[config.mk]
export PLATFORM = sky130hd
export DESIGN_NAME = mem_arbiter
export DESIGN_NICKNAME = d
export VERILOG_FILES = /design/src/rtl/constants.sv /design/src/rtl/wait_counter.sv /design/src/rtl/mem_arbiter.sv
export SDC_FILE = /design/constraint.sdc
export NUM_CORES = 1
export LEC_CHECK = 0
export ABC_AREA = 1
export BUFFER_PORTS_ARGS = -buffer_cell sky130_fd_sc_hd__buf_2
export CORE_MARGIN = 2
export CORE_UTILIZATION = 30
export CTS_BUF_LIST = sky130_fd_sc_hd__clkbuf_8
export DETAILED_ROUTE_END_ITERATION = 8
export PLACE_DENSITY = 0.6
export SETUP_SLACK_MARGIN = 0.5
export SYNTH_ARGS = -nofsm -noshare
export SYNTH_HDL_FRONTEND = slang
export SYNTH_SLANG_ARGS = --single-unit
export TNS_END_PERCENT = 10
[constraint.sdc]
create_clock -name clock -period 2.15 [get_ports clock]
set_input_delay 0.215 -clock clock [delete_from_list [all_inputs] [get_ports clock]]
set_output_delay 0.215 -clock clock [all_outputs]
set_load 0.005 [all_outputs]
[src/rtl/constants.sv]
// Shared types and constants for the memory arbiter.
// Contents:
//   DATA_W/ADDR_W - bus widths
//   CNT_W         - wait-state counter width
//   STARVE_W      - DMA starvation counter width
//   arb_state_t   - arbiter FSM states
//   bus_owner_t   - which requester owns the memory bus
//   controlPts    - per-cycle control points from the FSM to the datapath
package constants;

  localparam int DATA_W   = 16;
  localparam int ADDR_W   = 16;
  localparam int CNT_W    = 4;
  localparam int STARVE_W = 3;

  typedef enum logic [1:0] {
    IDLE   = 2'd0,
    ACCESS = 2'd1,
    DONE   = 2'd2
  } arb_state_t;

  typedef enum logic {
    OWN_CPU = 1'b0,
    OWN_DMA = 1'b1
  } bus_owner_t;

  typedef struct packed {
    logic       grant;        // latch a new access this edge
    bus_owner_t grant_owner;  // winner of the arbitration
    logic       grant_write;  // direction of the granted access
    logic       count_dec;    // step the wait-state counter
    logic       capture;      // last access cycle: sample memRData
  } controlPts;

endpackage

[src/rtl/wait_counter.sv]
// Wait-state down-counter for the memory arbiter.
// Ports:
//   clock, reset - clock and asynchronous active-high reset
//   load         - load load_val (takes priority over dec)
//   load_val     - value loaded on load
//   dec          - decrement by one; holds at zero rather than wrapping
//   zero         - counter currently equals zero
module wait_counter
  import constants::*;
(
  input  logic             clock,
  input  logic             reset,
  input  logic             load,
  input  logic [CNT_W-1:0] load_val,
  input  logic             dec,
  output logic             zero
);

  logic [CNT_W-1:0] count_q;

  always_ff @(posedge clock or posedge reset) begin
    if (reset) begin
      count_q <= '0;
    end else if (load) begin
      count_q <= load_val;
    end else if (dec && (count_q != '0)) begin
      count_q <= count_q - 1'b1;
    end
  end

  assign zero = (count_q == '0);

endmodule

[src/rtl/mem_arbiter.sv]
// Two-requester (CPU / DMA) single-port memory arbiter.
// The CPU has strict priority unless built with MEM_ARB_STARVE_GUARD_EN,
// which forces a DMA grant after STARVE_LIMIT consecutive CPU grants made
// while DMA was waiting.
// Ports:
//   clock, reset                      - clock, asynchronous active-high reset
//   cpuRe_L, cpuWe_L                  - CPU read/write requests (active-low)
//   cpuAddr, cpuWData, cpuRData       - CPU address, write data, read data
//   cpuStall                          - CPU request not yet completed
//   dmaReq, dmaWe                     - DMA request and direction (1=write)
//   dmaAddr, dmaWData, dmaRData       - DMA address, write data, read data
//   dmaAck                            - one-cycle DMA completion pulse
//   memAddr, memWData, memRData       - memory address / data
//   memRe_L, memWe_L                  - memory strobes (active-low)
//   busOwner                          - 0=CPU, 1=DMA, current or last access
module mem_arbiter
  import constants::*;
#(
  parameter int WAIT_STATES  = 2,
  parameter int STARVE_LIMIT = 4
) (
  input  logic              clock,
  input  logic              reset,
  input  logic              cpuRe_L,
  input  logic              cpuWe_L,
  input  logic [ADDR_W-1:0] cpuAddr,
  input  logic [DATA_W-1:0] cpuWData,
  output logic [DATA_W-1:0] cpuRData,
  output logic              cpuStall,
  input  logic              dmaReq,
  input  logic              dmaWe,
  input  logic [ADDR_W-1:0] dmaAddr,
  input  logic [DATA_W-1:0] dmaWData,
  output logic [DATA_W-1:0] dmaRData,
  output logic              dmaAck,
  output logic [ADDR_W-1:0] memAddr,
  output logic [DATA_W-1:0] memWData,
  input  logic [DATA_W-1:0] memRData,
  output logic              memRe_L,
  output logic              memWe_L,
  output logic              busOwner
);

  if (WAIT_STATES < 1 || WAIT_STATES > 15 || STARVE_LIMIT < 1 || STARVE_LIMIT > 7) begin : g_bad_param
    $error("mem_arbiter: WAIT_STATES or STARVE_LIMIT out of range");
  end

  localparam logic [CNT_W-1:0] WAIT_LOAD = CNT_W'(WAIT_STATES - 1);

  arb_state_t        state_q, state_d;
  controlPts         ctl;
  bus_owner_t        owner_q;
  logic              write_q;
  logic [ADDR_W-1:0] mem_addr_q;
  logic [DATA_W-1:0] mem_wdata_q;
  logic [DATA_W-1:0] cpu_rdata_q;
  logic [DATA_W-1:0] dma_rdata_q;
  logic              cnt_zero;
  logic              cpu_req;
  logic              dma_pick;

  // Both strobes low counts as a request (and as a write).
  assign cpu_req = !cpuRe_L || !cpuWe_L;

`ifdef MEM_ARB_STARVE_GUARD_EN
  logic [STARVE_W-1:0] starve_q;

  // Counts CPU wins taken while DMA was waiting; any DMA win clears it.
  always_ff @(posedge clock or posedge reset) begin
    if (reset) begin
      starve_q <= '0;
    end else if (ctl.grant) begin
      if (ctl.grant_owner == OWN_DMA) begin
        starve_q <= '0;
      end else if (dmaReq) begin
        starve_q <= starve_q + 1'b1;
      end
    end
  end

  assign dma_pick = dmaReq && (!cpu_req || (starve_q == STARVE_W'(STARVE_LIMIT)));
`else
  assign dma_pick = dmaReq && !cpu_req;
`endif

  // State register
  always_ff @(posedge clock or posedge reset) begin
    if (reset) begin
      state_q <= IDLE;
    end else begin
      state_q <= state_d;
    end
  end

  // Next state and datapath control points
  always_comb begin
    state_d = state_q;
    ctl     = '0;
    case (state_q)
      IDLE: begin
        if (dma_pick) begin
          ctl.grant       = 1'b1;
          ctl.grant_owner = OWN_DMA;
          ctl.grant_write = dmaWe;
          state_d         = ACCESS;
        end else if (cpu_req) begin
          ctl.grant       = 1'b1;
          ctl.grant_owner = OWN_CPU;
          ctl.grant_write = !cpuWe_L;
          state_d         = ACCESS;
        end
      end
      ACCESS: begin
        if (cnt_zero) begin
          ctl.capture = 1'b1;
          state_d     = DONE;
        end else begin
          ctl.count_dec = 1'b1;
        end
      end
      DONE:    state_d = IDLE;
      default: state_d = IDLE;
    endcase
  end

  // Outputs
  always_comb begin
    memRe_L  = !((state_q == ACCESS) && !write_q);
    memWe_L  = !((state_q == ACCESS) && write_q);
    dmaAck   = (state_q == DONE) && (owner_q == OWN_DMA);
    cpuStall = cpu_req && !((state_q == DONE) && (owner_q == OWN_CPU));
  end

  // Access latch and read-data capture
  always_ff @(posedge clock or posedge reset) begin
    if (reset) begin
      owner_q     <= OWN_CPU;
      write_q     <= 1'b0;
      mem_addr_q  <= '0;
      mem_wdata_q <= '0;
      cpu_rdata_q <= '0;
      dma_rdata_q <= '0;
    end else begin
      if (ctl.grant) begin
        owner_q     <= ctl.grant_owner;
        write_q     <= ctl.grant_write;
        mem_addr_q  <= (ctl.grant_owner == OWN_DMA) ? dmaAddr : cpuAddr;
        mem_wdata_q <= (ctl.grant_owner == OWN_DMA) ? dmaWData : cpuWData;
      end
      if (ctl.capture && !write_q) begin
        if (owner_q == OWN_DMA) begin
          dma_rdata_q <= memRData;
        end else begin
          cpu_rdata_q <= memRData;
        end
      end
    end
  end

  wait_counter u_wait_counter (
    .clock    (clock),
    .reset    (reset),
    .load     (ctl.grant),
    .load_val (WAIT_LOAD),
    .dec      (ctl.count_dec),
    .zero     (cnt_zero)
  );

  assign memAddr  = mem_addr_q;
  assign memWData = mem_wdata_q;
  assign cpuRData = cpu_rdata_q;
  assign dmaRData = dma_rdata_q;
  assign busOwner = owner_q;

endmodule

# Word-level counts from Yosys, hierarchy flattened
# Cells that the tools add are included.
# W data, S select, Z words.
[totals] register_bits=72 output_inout_bits=69 wordCells=51 in_bits=86
[classes] bitwise=1 n_reduce_logical=23 add_sub_neg=1 eq_ne=4 muxes=14
[ops] operator="$mux W16" n=2
[ops] operator="$mux W3" n=3
[ops] operator="$logic_and A1 B1 Y1" n=8
[ops] operator="$mux W2" n=4
[ops] operator="$mux W4" n=2
[ops] operator="$logic_not A1 Y1" n=7
[ops] operator="$reduce_and A2 Y1" n=3
[ops] operator="$logic_not A4 Y1" n=1
[ops] operator="$pmux W2 S2" n=1
[ops] operator="$reduce_bool A4 Y1" n=1
[ops] operator="$sub A4 B1 Y4 const B" n=1
[ops] operator="$ne A3 B3 Y1 const B" n=1
[ops] operator="$eq A2 B1 Y1 const B" n=1
[ops] operator="$eq A2 B2 Y1 const B" n=1
[ops] operator="$logic_not A2 Y1" n=1
[ops] operator="$mux W1" n=2
[ops] operator="$ne A2 B2 Y1 const B" n=1
[ops] operator="$reduce_bool A2 Y1" n=1
[ops] operator="$logic_or A1 B1 Y1" n=1
[ops] operator="$not A1 Y1" n=1

# Longest topological paths before layout
[logic_depth] ltp_word=7 mapped_depth=8 ltp_nobuf=8

# Modules after synthesis
# A second synthesis with hierarchy kept.
[unflattened] hier_cells=473 hier_area_um2=3570.9
[modules_own_cells] mod="mem_arbiter" n_inst=1 cells_per_inst=426 area_each_um2=3271.9
[modules_own_cells] mod="wait_counter" n_inst=1 cells_per_inst=47 area_each_um2=299.0

# Worst setup path before layout
# Ideal clock, no wire load.
[synth_path] path_type="reg-to-reg" start="register u_wait_counter.count_q[0]" end="register cpu_rdata_q[0] (netlist: cpuRData[0])" required_ns=2.033 path_slack_ns=0.723 setup_time_ns=0.117 path_buffers=1 stages_incl_launch_ff=9 arrival_ns=1.309 path_cell_list="dfrtp_1 > inv_1 > ha_1 > nand2_1 > nor2_2 > nand4_4 > buf_6 > nand2_1 > nand2_1"
[synth_via] elab_chain_len=5
[synth_lines] item="start: declaration" line="wait_counter.sv:19" rtl="logic [CNT_W-1:0] count_q;"
[synth_lines] item="start signal: assignment" line="wait_counter.sv:25" rtl="count_q <= load_val;"
[synth_lines] item="start signal: assignment" line="wait_counter.sv:27" rtl="count_q <= count_q - 1'b1;"
[synth_lines] item="$logic_not A4 Y1" line="wait_counter.sv:31" rtl="assign zero = (count_q == '0);"
[synth_lines] item="$mux W1" line="mem_arbiter.sv:114" rtl="if (cnt_zero) begin"
[synth_lines] item="$mux W2" line="mem_arbiter.sv:99" rtl="case (state_q)"
[synth_lines] item="$logic_and A1 B1 Y1" line="mem_arbiter.sv:150" rtl="if (ctl.capture && !write_q) begin"
[synth_lines] item="$reduce_and A2 Y1 (no line)"
[synth_lines] item="end signal: assignment" line="mem_arbiter.sv:154" rtl="cpu_rdata_q <= memRData;"
[synth_lines] item="end: declaration" line="mem_arbiter.sv:56" rtl="logic [DATA_W-1:0] cpu_rdata_q;"
# No other way between the ends.
# A chain may end at the register's enable or synchronous reset.

# Worst setup path after layout
[layout_path] start="register u_wait_counter.count_q[0]" end="register dma_rdata_q[11] (netlist: dmaRData[11])"
[layout_via] elab_chain_len=5
[layout_lines] item="$logic_not A4 Y1" line="wait_counter.sv:31"
[layout_lines] item="$mux W1" line="mem_arbiter.sv:114"
[layout_lines] item="$mux W2" line="mem_arbiter.sv:99"
[layout_lines] item="$logic_and A1 B1 Y1" line="mem_arbiter.sv:150"
[layout_lines] item="$reduce_and A2 Y1 (no line)"
[layout_lines] item="end signal: assignment" line="mem_arbiter.sv:152" rtl="dma_rdata_q <= memRData;"
[layout_lines] item="end: declaration" line="mem_arbiter.sv:57" rtl="logic [DATA_W-1:0] dma_rdata_q;"
# No other way between the ends.

==> results_dict.tcl <==
set metrics [dict create \
    worstHoldStart "memRData[4]" \
    status "complete, no violations" \
    power_density_nw_per_um2 1330 \
    arrival_ns 1.81 \
    p_seq_share_pct 38.1 \
    crit_start "u_wait_counter.count_q[0]" \
    stdcell_count 784 \
    drive_above_1_share_pct 31.6 \
    total_power_w 0.00639 \
    yosys.area.top_type "dfrtp_1" \
    portBuffers 154 \
    layout.area.seq_um2 1800 \
    n_antenna_cell 0 \
    maxCapViolCount 0 \
    max_slew_margin_pct 66.3 \
    synthDistinctLibCells 20 \
    hpwl_mm 7.10 \
    p_int_w 0.00377 \
    hold_viol_final 0 \
    setup_viol 0 \
    final_nets 720 \
    synth.net_count 564 \
    min-delay-path-class "input pin to flip-flop" \
    antenna_found_initial 0 \
    syn_area_per_cell_um2 7.58 \
    p_sw_w 0.00262 \
    synth_cells 476 \
    vias_per_cell 4.48 \
    dpl-instance-area_um2 4510 \
    nFillCells 1257 \
    clockRootBuffer "clkbuf_8" \
    drc 0 \
    cts_htree_levels 3 \
    ios 155 \
    first_iter_violations 284 \
    routabilityCongestion 0.764 \
    setup_tns_ns 0 \
    area_growth_pct 32.7 \
    die_h_um 114 \
    start_util_pct 30.4 \
    reg2reg_from "u_wait_counter.count_q[0]" \
    peakVddDrop_mv 0.382 \
    fp.coreArea_um2 11900 \
    crit_required_ns 2.38 \
    skew_ns 0.0152 \
    clockBufferDepth 2 \
    grt_usage_pct 15.4 \
    fmax_mhz 633 \
    cp-end-kind "flip-flop" \
    synth_top_area_share_pct 49.9 \
    rsz0062_at_grt "true" \
    rows 40 \
    postLayoutCellArea_um2 4790 \
    cts_buffers 9 \
    yosysSeqAreaShare_pct 49.9 \
    clk_transition_reported_paths_ns 0.09 \
    layout_commonest_cell "nand2_1" \
    multi_input_area_um2 1380 \
    leakage_nw 2.84 \
    switching_share_pct 41.0 \
    period_share_pct 73.4 \
    slew_viol_final 0 \
    layout_common_cells "212 x nand2_1, 154 x buf_2, 71 x inv_1, 71 x dfrtp_1, 37 x nand3_1" \
    synthTopCellsByArea "dfrtp_1 50%, nand2_1 22%, inv_1 7.5%, nand4_1 5.7%, nand3_1 5.1%" \
    cts_tree "done" \
    grt_pass1_wl_mm 16.0 \
    firstDrtPassIters 4 \
    die-area_um2 12900 \
    ys_warn_count 0 \
    crit_type "flip-flop to flip-flop" \
    num_vias 3515 \
    clkPwrFrac_pct 19.1 \
    fin_crit_ns 1.58 \
    worstSkewPairLatency_ns 0.35 \
    ys_ff_latch 72 \
    grt_pass1_vias 3421 \
    placed_cells 765 \
    cp-start-kind "flip-flop" \
    p_comb_share_pct 42.8 \
    die_w_um 114 \
    worstPathMaxFanout 16 \
    tightest_slew_ns 0.506 \
    grt_overflow_total 0 \
    routed_wl_mm 9.75 \
    syn_area_um2 3610 \
    ant_nets 0 \
    cts_sinks 72 \
    grt_max_degree 40 \
    wl_per_cell_um 12.4 \
]
## power groups by stage
stage	clock, W	combinational [W]	sequential (W)
final	0.00122	0.00273	0.00244
after global routing	0.00134	0.00311	0.00252
after floorplan	0	0.00158	0.00243
after global placement	0	0.00262	0.00246
after CTS	0.00126	0.00272	0.00244
after detailed placement	0	0.00272	0.00245
## layout make-up
type	instances	area share [%]
clock buffers	9	2.59
clock inverters	7	2.14
inverters	78	6.19
multi-input cells	304	28.9
flip-flops and latches	72	37.6
well taps	147	3.84
repair buffers	167	18.7
## cell families after synthesis
kind of cell	after synthesis	share of synthesized area, %
AOI/OAI and AO/OA	5	0.693
xor gates and xnor gates	1	0.243
adders and majority gates	2	0.693
buffers and inverters	101	12.4
DFF	72	49.9
and+or+nand+nor	295	36.0
## path summary, 6_finish.rpt
check	slack, ns	cells past startpoint	to
setup / recovery	0.57	8	dmaRData[11]
hold / removal	0.13	3	cpuRData[4]
setup reg to reg	0.57	8	dmaRData[11]
hold reg to reg	0.47	2	dmaRData[8]
max in group asynchronous	1.22	4	busOwner
min in group asynchronous	0.52	4	memWData[10]
## metal layers
| metal | vias to the layer above | track usage (%) | share of wire [%] |
|---|---|---|---|
| li1 | 1769 | - | - |
| met4 | 0 | 3.90 | 0.79 |
| met5 | - | 0 | 0 |
| met2 | 133 | 26.2 | 47 |
| met3 | 11 | 3.67 | 6.8 |
| met1 | 1602 | 19.9 | 45 |
## cell usage after synthesis
library cell  number
nand2_1          212
dfrtp_1           72
inv_1             72
nand3_1           37
nand4_1           33
buf_2              8
buf_4              6
inv_2              6
buf_6              5
clkbuf_1           4
nor2_2             4
o21ai_0            4
nand2_2            3
ha_1               2
nand4_4            2
nor2_1             2
a21oi_1            1
nor2_4             1
or2_0              1
xor2_1             1
## metrics by stage
stage / hold WS [ns] / util (%) / worst slack (ns)
3_3_place_gp: 0.355 / 38.0 / 0.613
6_report: 0.129 / 40.4 / 0.571
5_1_grt: 0.109 / 40.4 / 0.462
4_1_cts: 0.109 / 40.1 / 0.514
2_1_floorplan: 0.364 / - / 0.723
3_5_place_dp: 0.361 / 38.0 / 0.547
## state kept, by name (all words and copies together), names as in the netlist
name / cells
state_q: 2
u_wait_counter.count_q: 4
busOwner: 1
dmaRData: 16
memWData: 16
cpuRData: 16
write_q: 1
memAddr: 16
## worst max-delay path: stages (launching register included)
cell,delay (ns)
dfrtp_1,0.38
inv_1,0.13
ha_1,0.22
nand2_1,0.11
nor2_4,0.20
nand4_4,0.13
buf_12,0.18
nand2_1,0.07
nand2_1,0.05
## repair_timing
item / CTS / global route
gates cloned: 0 / 1
resized for setup: 0 / 3
hold endpoints to repair: 33 / 0
buffers inserted: 1 / 0
endpoints found under the setup margin: 1 / 25
hold buffers: 1 / 0
pin swaps: 1 / 1
Power figures use the tool's default switching activity.
